### src/rtl/tdm_demux4_pkg.sv
// Shared types and sizing for the four-channel TDM demultiplexer.
package tdm_demux4_pkg;

  typedef enum logic {
    HUNT = 1'b0,
    RUN  = 1'b1
  } state_t;

  localparam int SLOT_W = 2;
  localparam int NUM_CH = 4;

endpackage

### src/rtl/tdm_demux4_dec_2_4.sv
// Gated 2-to-4 one-hot decoder: one output high for the selected slot when en is set.
module dec_2_4
  import tdm_demux4_pkg::*;
(
  input  logic              en,
  input  logic [SLOT_W-1:0] sel,
  output logic [NUM_CH-1:0] onehot
);

  for (genvar gi = 0; gi < NUM_CH; gi++) begin : g_dec
    assign onehot[gi] = en && (sel == SLOT_W'(gi));
  end

endmodule

### src/rtl/tdm_demux4.sv
// Four-channel TDM demultiplexer: hunts for a sync-marked slot-0 word, then routes
// each valid word to its slot's channel register, realigning on an early sync.
module tdm_demux4
  import tdm_demux4_pkg::*;
#(
  parameter int WIDTH = 8
) (
  input  logic             clk,
  input  logic             rst_n,
  input  logic [WIDTH-1:0] din,
  input  logic             din_valid,
  input  logic             sync,
  output logic [WIDTH-1:0] ch0,
  output logic [WIDTH-1:0] ch1,
  output logic [WIDTH-1:0] ch2,
  output logic [WIDTH-1:0] ch3,
  output logic [3:0]       ch_valid,
  output logic [1:0]       slot,
  output logic             frame_done,
  output logic             sync_err
);

  state_t              state_reg, state_next;
  logic [SLOT_W-1:0]   slot_reg, slot_next, wr_slot;
  logic                wr_en, sync_err_next;
  logic [NUM_CH-1:0]   wr_onehot, ch_valid_reg;
  logic                frame_done_reg, sync_err_reg;
  logic [WIDTH-1:0]    ch_reg [NUM_CH];

  // A sync word always lands in slot 0, whether it starts or realigns the frame.
  always_comb begin
    wr_en         = 1'b0;
    wr_slot       = slot_reg;
    sync_err_next = 1'b0;
    state_next    = state_reg;
    slot_next     = slot_reg;
    case (state_reg)
      HUNT: begin
        if (din_valid && sync) begin
          wr_en      = 1'b1;
          wr_slot    = '0;
          state_next = RUN;
        end
      end
      RUN: begin
        if (din_valid) begin
          wr_en = 1'b1;
          if (sync) begin
            wr_slot       = '0;
            sync_err_next = (slot_reg != '0);
          end
        end
      end
      default: state_next = HUNT;
    endcase
    if (wr_en) slot_next = wr_slot + 1'b1;
  end

  dec_2_4 u_dec (
    .en     (wr_en),
    .sel    (wr_slot),
    .onehot (wr_onehot)
  );

  always_ff @(posedge clk or negedge rst_n) begin
    if (!rst_n) begin
      state_reg      <= HUNT;
      slot_reg       <= '0;
      ch_valid_reg   <= '0;
      frame_done_reg <= 1'b0;
      sync_err_reg   <= 1'b0;
    end else begin
      state_reg      <= state_next;
      slot_reg       <= slot_next;
      ch_valid_reg   <= wr_onehot;
      frame_done_reg <= wr_onehot[NUM_CH-1];
      sync_err_reg   <= sync_err_next;
    end
  end

  for (genvar gi = 0; gi < NUM_CH; gi++) begin : g_ch
    always_ff @(posedge clk or negedge rst_n) begin
      if (!rst_n) begin
        ch_reg[gi] <= '0;
      end else if (wr_onehot[gi]) begin
        ch_reg[gi] <= din;
      end
    end
  end

  assign ch0        = ch_reg[0];
  assign ch1        = ch_reg[1];
  assign ch2        = ch_reg[2];
  assign ch3        = ch_reg[3];
  assign ch_valid   = ch_valid_reg;
  assign slot       = slot_reg;
  assign frame_done = frame_done_reg;
  assign sync_err   = sync_err_reg;

endmodule

### config.mk
export PLATFORM = sky130hd
export DESIGN_NAME = tdm_demux4
export DESIGN_NICKNAME = d
export VERILOG_FILES = /design/src/rtl/tdm_demux4_pkg.sv /design/src/rtl/tdm_demux4_dec_2_4.sv /design/src/rtl/tdm_demux4.sv
export SDC_FILE = /design/constraint.sdc
export NUM_CORES = 1
export LEC_CHECK = 0
export ABC_AREA = 0
export CORE_MARGIN = 2
export CORE_UTILIZATION = 40
export DETAILED_ROUTE_END_ITERATION = 10
export GPL_TIMING_DRIVEN = 0
export PLACE_DENSITY = 0.76
export SYNTH_ARGS = -nofsm -noshare
export SYNTH_HDL_FRONTEND = slang
export SYNTH_SLANG_ARGS = --single-unit
### constraint.sdc
create_clock -name clk -period 1.5 [get_ports clk]
set_input_delay 0.3 -clock clk [delete_from_list [all_inputs] [get_ports clk]]
set_output_delay 0.3 -clock clk [all_outputs]
set_load 0.03 [all_outputs]
==> impl_metrics.py, run 1 <==
metrics = {
    "timing": {
        "fmax_ghz": 0.681,
        "hold_violations": 0,
        "post-route-period-util": 0.979,
        "worstMarginPinSlew_ps": 846,
        "slew_headroom": 0.436,
        "fin_skew_ps": 3.77,
        "min_period_ps": 1470,
        "maxSlewViolCount": 0,
        "holdWs_ps": 114,
        "setup-violations-final": 0,
    },
    "grt": {
        "grt_overflow": 0,
        "grt_pass1_vias": 1134,
        "grt-busiest-layer": "met2",
        "met3_usage": 0.0736,
        "grt_pass1_wl_um": 5770,
        "met2_usage": 0.314,
        "grt_start_max_net_pins": 41,
        "met1_usage": 0.207,
        "grt_use_total": 0.182,
        "antenna_found_initial": 0,
    },
    "floorplan": {
        "dieArea_mm2": 0.00427,
        "fp.dieH_um": 65.3,
        "core_area_mm2": 0.00363,
        "die_x_um": 65.3,
        "ios": 52,
        "fp-row-count": 22,
        "initial_utilization": 0.414,
    },
    "cts": {
        "cts_root_buf": "clkbuf_8",
        "clk_pin_slew_ps": 70,
        "numCtsBuffers": 5,
        "clock_latency_ps": 290,
        "h-tree-depth": 2,
        "cts_buffer_depth": 2,
        "cts_tree": "built",
        "cts_sinks": 40,
    },
    "place": {
        "place_area_mm2": 0.00206,
        "place.gp.congestion": 0.688,
        "port_buffers": 50,
        "hpwl_um": 2190,
        "dpl.cell_count": 190,
    },
    "layout": {
        "mostFrequentLayoutCells": "dlygate4sd2_1, dfrtp_1, mux2_2, clkdlybuf4s50_1, clkbuf_8",
        "layout-drive-gt1-share": 0.385,
        "final_common_cell": "dlygate4sd2_1",
        "num-nets-final": 167,
        "final_core_util": 0.618,
        "syn_to_final_growth_pct": 49.2,
        "fin_cells": 204,
        "stdcell_area_mm2": 0.00225,
        "diodes": 0,
    },
    "pwr": {
        "switching_power_mw": 1.64,
        "combPwrFrac": 0.409,
        "clkPwrFrac": 0.216,
        "pwr-share-seq": 0.375,
        "p_leak_nw": 1.07,
        "switching_share": 0.375,
        "power.internal_mw": 2.72,
        "power.density_mw_per_mm2": 1940,
        "ir_worst_vdd_mv": 1.06,
        "fin_total_pwr_mw": 4.36,
    },
    "critical_path": {
        "reg2reg_to": "ch0[2]",
        "critPathTopFamily": "flip-flops",
        "crit_path_end": "ch0[2]",
        "crit_type": "flop to flop",
        "crit_required_ps": 1670,
        "r2r_cells": 5,
        "cp_max_fo": 9,
        "max_stage_delay_ps": 460,
        "path_depth": 5,
        "critPathArrivalTime_ps": 1640,
        "critPathCaptureType": "flop",
        "startpoint": "slot[1]",
        "rrSetupSlack_ps": 30,
        "cpMaxStageDelayCell": "dfrtp_2",
        "cp-start-kind": "flop",
        "crit_chain": "buf_4 > nor3b_2 > o21ai_4 > buf_12 > mux2_2",
        "reg2reg_from": "slot[1]",
        "path_buf_inv": 2,
    },
    "status": {
        "outcome": "complete, no violations",
    },
    "route": {
        "wirelength_um": 3360,
        "first_iter_violations": 67,
        "antenna_left": 0,
        "dr.pass1.iters": 2,
        "drc": 0,
        "wire_per_inst_um": 16.5,
        "via_per_inst": 4.95,
        "vias": 1010,
    },
    "yosys": {
        "yosys_register_bits": 40,
        "synth_area_leaders": "dfrtp_1, mux2_2, nor3_4, buf_4, nor3b_1",
        "ys_types": 19,
        "ys_seq_area_frac": 0.665,
        "synth_area_mm2": 0.00151,
        "syn-instance-count": 92,
        "syn-num-nets": 104,
        "synth_top_area_cell": "dfrtp_1",
        "synth_top_area_share": 0.665,
        "synth_warnings": 0,
        "synth.avg_cell_area_um2": 16.4,
    },
    "worst_hold_path": {
        "hold_class": "input pin to asynchronous set/reset pin",
    },
    "run": {
        "max_cap_viol_count": 0,
    },
}
per-layer routing:
layer / up-vias / wire length (um)
li1: 451 / -
met3: 5 / 231
met1: 519 / 1300
met2: 35 / 1810
met5: - / 0
met4: 0 / 30
cell families after synthesis:
family,synth area share
flops,0.665
mux,0.239
simple gates,0.0457
compound gates,0.0316
buf+inv,0.0183
area by class of cell:
class / count / area (um^2)
Sequential cell: 40 / 1000
Buffer: 3 / 23.8
Clock inverter: 1 / 30.0
Clock buffer: 7 / 96.3
Fill cell: 309 / 1390
Inverter: 2 / 7.51
Tap cell: 48 / 60.1
Timing Repair Buffer: 56 / 524
Multi-Input combinational cell: 47 / 499
how the worst min path moves through the flow:
stage,startpoint,to,slack (ps)
3_5_place_dp,rst_n,ch2[0],460
3_3_place_gp,ch0[6],ch0[6],490
6_report,rst_n,ch2[0],110
4_1_cts,rst_n,ch2[0],140
5_1_grt,rst_n,ch2[5],180
2_1_floorplan,rst_n,ch0[0],4
worst reg2reg max path: stages (launching register included):
cell and delay [ps]:
dfrtp_2 460, buf_4 160, nor3b_2 230, o21ai_4 100, buf_12 150, mux2_2 270
cell usage after synthesis:
cell,count
o21ai_2,1
inv_1,2
o2111a_1,1
buf_4,2
nand3b_1,1
nor2_2,1
nand2_1,1
nor2_1,1
a21oi_1,1
nor2b_1,1
nor3_4,1
nor3b_1,2
dfrtp_1,40
clkbuf_2,1
a21o_1,1
a311o_1,1
nand3_2,1
mux2_2,32
o21ai_0,1
power groups by stage:
stage                     clock network, mW  registers, mW  logic [mW]
after detailed placement                  0           1.67        1.99
after floorplan                           0           2.38       0.369
after global placement                    0           1.65        1.96
after global routing                   1.02           1.69        1.88
after CTS                             0.967           1.64        1.77
final                                 0.942           1.63        1.78
metrics by stage:
stage | TNS, ps | setup slack (ps)
after floorplan | 0 | 32.9
after CTS | 0 | 5.61
after global routing | -0.818 | -0.818
after global placement | -43890 | -832
after detailed placement | -17650 | -611
final | 0 | 30.8
repair_timing:
action                     in CTS  in global routing
gates resized for setup        44                  6
setup endpoints to repair      72                 25
pin swaps                       2                  1
setup buffers                   3                  3
hold buffers                    0                  0
Note: power is estimated with default switching activity, not from simulation.
==> inputs of run 2 (changes only) <==
- GPL_ROUTABILITY_DRIVEN: unset -> 0
- REMOVE_ABC_BUFFERS: unset -> 1
==> run 2 against run 1 <==
Routed wire length decreased by 3.7%. Via count shrank 3.1%. Clock skew down 1.5 ps. Die area unchanged. Worst setup slack improved by 1.2 ps. Clock power fell by 31%. Hold slack improved by 1.5 ps. Largest power group unchanged. Highest routed layer unchanged.
==> impl_metrics.py, run 2 (same netlist as run 1, synthesis figures left out) <==
metrics = {
    "critical_path": {
        "critPathTopFamily": "simple AND/OR/NAND/NOR gates",
        "crit_chain": "nand3b_1 > nor3b_4 > buf_6 > mux2_4",
        "critPathArrivalTime_ps": 1640,
        "critPathCaptureType": "flop",
        "cp_max_fo": 6,
        "path_buf_inv": 1,
        "crit_required_ps": 1670,
        "max_stage_delay_ps": 410,
        "cpMaxStageDelayCell": "dfrtp_2",
        "cp-start-kind": "flop",
        "crit_type": "flop to flop",
    },
    "run": {
        "max_cap_viol_count": 0,
    },
    "route": {
        "first_iter_violations": 40,
        "vias": 979,
        "wire_per_inst_um": 15.7,
        "dr.pass1.iters": 4,
        "antenna_left": 0,
        "wirelength_um": 3240,
        "drc": 0,
        "via_per_inst": 4.75,
    },
    "grt": {
        "grt_pass1_wl_um": 5220,
        "grt_overflow": 0,
        "antenna_found_initial": 0,
        "grt_pass1_vias": 1070,
        "grt_start_max_net_pins": 41,
        "grt_use_total": 0.174,
    },
    "cts": {
        "cts_root_buf": "clkbuf_8",
        "cts_tree": "built",
        "hold_buffers": 0,
        "h-tree-depth": 2,
        "cts_sinks": 40,
        "cts_buffer_depth": 2,
        "clk_pin_slew_ps": 70,
        "clock_latency_ps": 290,
        "numCtsBuffers": 5,
    },
    "timing": {
        "min_period_ps": 1470,
        "slew_headroom": 0.433,
        "setup-violations-final": 0,
        "hold_violations": 0,
        "fin_skew_ps": 2.31,
        "rsz0062_at_grt": "true",
        "worst_slack_ps": 32.0,
        "post-route-period-util": 0.979,
        "maxSlewViolCount": 0,
        "worstMarginPinSlew_ps": 851,
        "fmax_ghz": 0.681,
    },
    "layout": {
        "final_common_cell": "dlygate4sd2_1",
        "mostFrequentLayoutCells": "dlygate4sd2_1, dfrtp_1, mux2_2, clkdlybuf4s50_1, buf_4",
        "layout-drive-gt1-share": 0.392,
        "stdcell_area_mm2": 0.00224,
        "syn_to_final_growth_pct": 48.9,
        "diodes": 0,
        "num-nets-final": 170,
    },
    "floorplan": {
        "ios": 52,
        "fp.dieH_um": 65.3,
        "dieArea_mm2": 0.00427,
        "core_area_mm2": 0.00363,
        "initial_utilization": 0.414,
        "fp-row-count": 22,
        "die_x_um": 65.3,
    },
    "worst_hold_path": {
        "hold_class": "input pin to asynchronous set/reset pin",
    },
    "status": {
        "outcome": "complete, no violations",
    },
    "pwr": {
        "p_leak_nw": 1.07,
        "power.density_mw_per_mm2": 1840,
        "ir_worst_vdd_mv": 1.14,
    },
    "place": {
        "port_buffers": 51,
        "place_ws_ps": -886,
        "hpwl_um": 2100,
        "place_area_mm2": 0.00206,
    },
}
[run 2: changes by cell type in the layout (fill, tap and decap cells not counted), moves of 2 or more]
| cell | change |
|---|---|
| clkbuf_8 | -2 |
| mux2_2 | -6 |
| buf_4 | +3 |
| mux2_4 | +6 |
[run 2: layout make-up]
class,instances,area [um^2]
multi-input combinational,47,528
tap,48,60.1
sequential,40,1000
fill,320,1390
clock buffer,6,72.6
timing repair buffer,62,563
clock inverter,1,5.00
inverter,2,7.51
[run 2: per-layer routing]
metal	global-route usage	wire length, um
met5	0	0
met4	0.0938	58
met3	0.0565	164
met2	0.295	1650
met1	0.193	1360
[run 2: worst paths after layout]
check,start,to,slack (ps),cells after the start
min in group clk,sync,sync_err,360,2
worst min register to register,ch0[7],ch0[7],500,1
max in group asynchronous,rst_n,slot[0],800,1
worst min-delay path,rst_n,ch0[2],120,1
worst max register to register,slot[1],ch2[6],30,4
worst max-delay path,slot[1],ch2[6],30,4
[run 2: stage by stage]
step	util	std cells	power, mW	hold WS, ps	setup TNS, ps
5_1_grt	0.617	206	4.35	164	-162
3_3_place_gp	0.566	188	3.60	488	-54500
3_5_place_dp	0.566	188	3.65	458	-21780
2_1_floorplan	-	89	2.74	4.41	-5670
6_report	0.617	206	4.11	116	0
4_1_cts	0.592	201	4.08	147	-19.8
[run 2: repair_timing]
action | in CTS | in global routing
gates resized for setup | 49 | 14
endpoints found under the setup margin | 74 | 30
cloned | 0 | 0
pin swaps | 2 | 3
setup buffers | 6 | 5
[run 2: power by group]
part	internal, mW	switching [mW]	leakage, nW
Combinational	0.744	1.09	0.547
Clock	0.316	0.337	0.0410
Sequential	1.44	0.182	0.482
==> inputs of run 3 (changes only) <==
- ABC_CLOCK_PERIOD_IN_PS: unset -> 1500
- CORE_MARGIN: 2 -> 1.5
==> run 3 against run 2 <==
Register-to-register slack improved by 20 ps. First-iteration DRC count fell by 23%. Sequential cell count did not move. Final area barely moved. Maximum frequency rose by 1.7%. Die area fell by 3.0%. Critical endpoint is now ch3[0].
==> impl_metrics.py, run 3 (same netlist as run 1, synthesis figures left out) <==
metrics = {
    "cts": {
        "cts_buffer_depth": 2,
        "h-tree-depth": 2,
        "hold_buffers": 0,
        "cts_root_buf": "clkbuf_8",
        "cts_sinks": 40,
        "cts_tree": "built",
        "clk_pin_slew_ps": 70,
        "clock_latency_ps": 280,
        "numCtsBuffers": 5,
    },
    "timing": {
        "post-route-period-util": 0.963,
        "min_period_ps": 1440,
        "maxSlewViolCount": 0,
        "fmax_ghz": 0.693,
        "fin_skew_ps": 4.43,
        "worstMarginPinSlew_ps": 861,
        "slew_headroom": 0.426,
        "setup-violations-final": 0,
        "fin_tns_setup_ps": 0,
        "holdWs_ps": 129,
        "hold_violations": 0,
    },
    "place": {
        "dpl.cell_count": 188,
        "hpwl_um": 2100,
        "port_buffers": 51,
        "place_area_mm2": 0.00206,
    },
    "grt": {
        "grt_overflow": 0,
        "grt_start_max_net_pins": 41,
        "grt_pass1_vias": 1015,
        "grt_use_total": 0.166,
        "antenna_found_initial": 0,
        "grt_pass1_wl_um": 5130,
    },
    "pwr": {
        "ir_worst_vdd_mv": 0.897,
        "pwr-share-seq": 0.392,
        "clkPwrFrac": 0.178,
        "power.internal_mw": 2.55,
        "switching_share": 0.384,
        "power.density_mw_per_mm2": 1850,
        "combPwrFrac": 0.430,
        "switching_power_mw": 1.59,
        "p_leak_nw": 1.06,
    },
    "layout": {
        "diodes": 0,
        "final_core_util": 0.616,
        "layout-drive-gt1-share": 0.391,
        "final_common_cell": "dlygate4sd2_1",
        "mostFrequentLayoutCells": "dlygate4sd2_1, dfrtp_1, mux2_2, clkdlybuf4s50_1, clkbuf_8",
        "num-nets-final": 168,
        "fin_cells": 204,
        "syn_to_final_growth_pct": 48.8,
        "stdcell_area_mm2": 0.00224,
    },
    "run": {
        "max_cap_viol_count": 0,
    },
    "floorplan": {
        "ios": 52,
        "dieArea_mm2": 0.00414,
        "core_area_mm2": 0.00363,
        "fp-row-count": 22,
        "initial_utilization": 0.414,
        "die_x_um": 64.3,
        "fp.dieH_um": 64.3,
    },
    "route": {
        "dr.pass1.iters": 4,
        "wirelength_um": 3090,
        "antenna_left": 0,
        "vias": 989,
        "first_iter_violations": 31,
        "wire_per_inst_um": 15.2,
        "drc": 0,
        "via_per_inst": 4.85,
    },
    "critical_path": {
        "crit_type": "flop to flop",
        "crit_required_ps": 1670,
        "cpMaxStageDelayCell": "dfrtp_2",
        "cp_max_fo": 9,
        "cp-start-kind": "flop",
        "max_stage_delay_ps": 400,
        "critPathArrivalTime_ps": 1610,
        "crit_chain": "nand3b_1 > buf_4 > nor2_4 > buf_12 > mux2_2",
        "critPathCaptureType": "flop",
    },
    "status": {
        "outcome": "complete, no violations",
    },
    "worst_hold_path": {
        "hold_class": "input pin to asynchronous set/reset pin",
    },
}
==> run 3: final cells by class <==
type / instances / area [um^2]
clock buffer: 7 / 96.3
inverter: 2 / 7.51
sequential: 40 / 1000
timing repair buffer: 60 / 566
tap: 48 / 60.1
multi-input combinational: 47 / 505
fill: 321 / 1390
==> run 3: per-layer routing <==
layer,wire length [um],GRT usage,part of all wire
met4,51,0.0638,0.016
met5,0,0,0
met2,1600,0.288,0.52
met3,141,0.0405,0.046
met1,1300,0.198,0.42
==> run 3: final timing paths <==
check / from / to / slack (ps) / cells past startpoint
setup / recovery: slot[1] / ch3[0] / 60 / 5
hold / removal: rst_n / ch1[6] / 130 / 1
setup reg to reg: slot[1] / ch3[0] / 60 / 5
hold reg to reg: ch1[4] / ch1[4] / 500 / 1
max in group asynchronous: rst_n / slot[0] / 780 / 1
min in group clk: sync / sync_err / 460 / 2
==> run 3: critical path, delay by kind of cell (launching register included) <==
kind / cells / cell delay (ps)
mux: 1 / 330
buf+inv: 2 / 330
simple gates: 2 / 280
flops: 1 / 400
==> run 3: power by group through the flow <==
stage | clock network [mW] | registers (mW) | logic, mW
final | 0.738 | 1.62 | 1.78
after global routing | 0.813 | 1.67 | 1.87
after CTS | 0.761 | 1.63 | 1.77
after detailed placement | 0 | 1.67 | 1.98
after global placement | 0 | 1.65 | 1.95
after floorplan | 0 | 2.38 | 0.359
==> run 3: stage by stage <==
stage	worst slack, ps	power, mW
after floorplan	-561	2.74
after global placement	-1360	3.60
after detailed placement	-882	3.65
after CTS	13.4	4.17
after global routing	-7.95	4.36
final	56.2	4.14
==> run 3: repair_timing <==
item / in CTS / in global routing
gates resized for setup: 54 / 1
pin swaps: 5 / 1
setup buffers: 5 / 4
endpoints found under the setup margin: 74 / 21
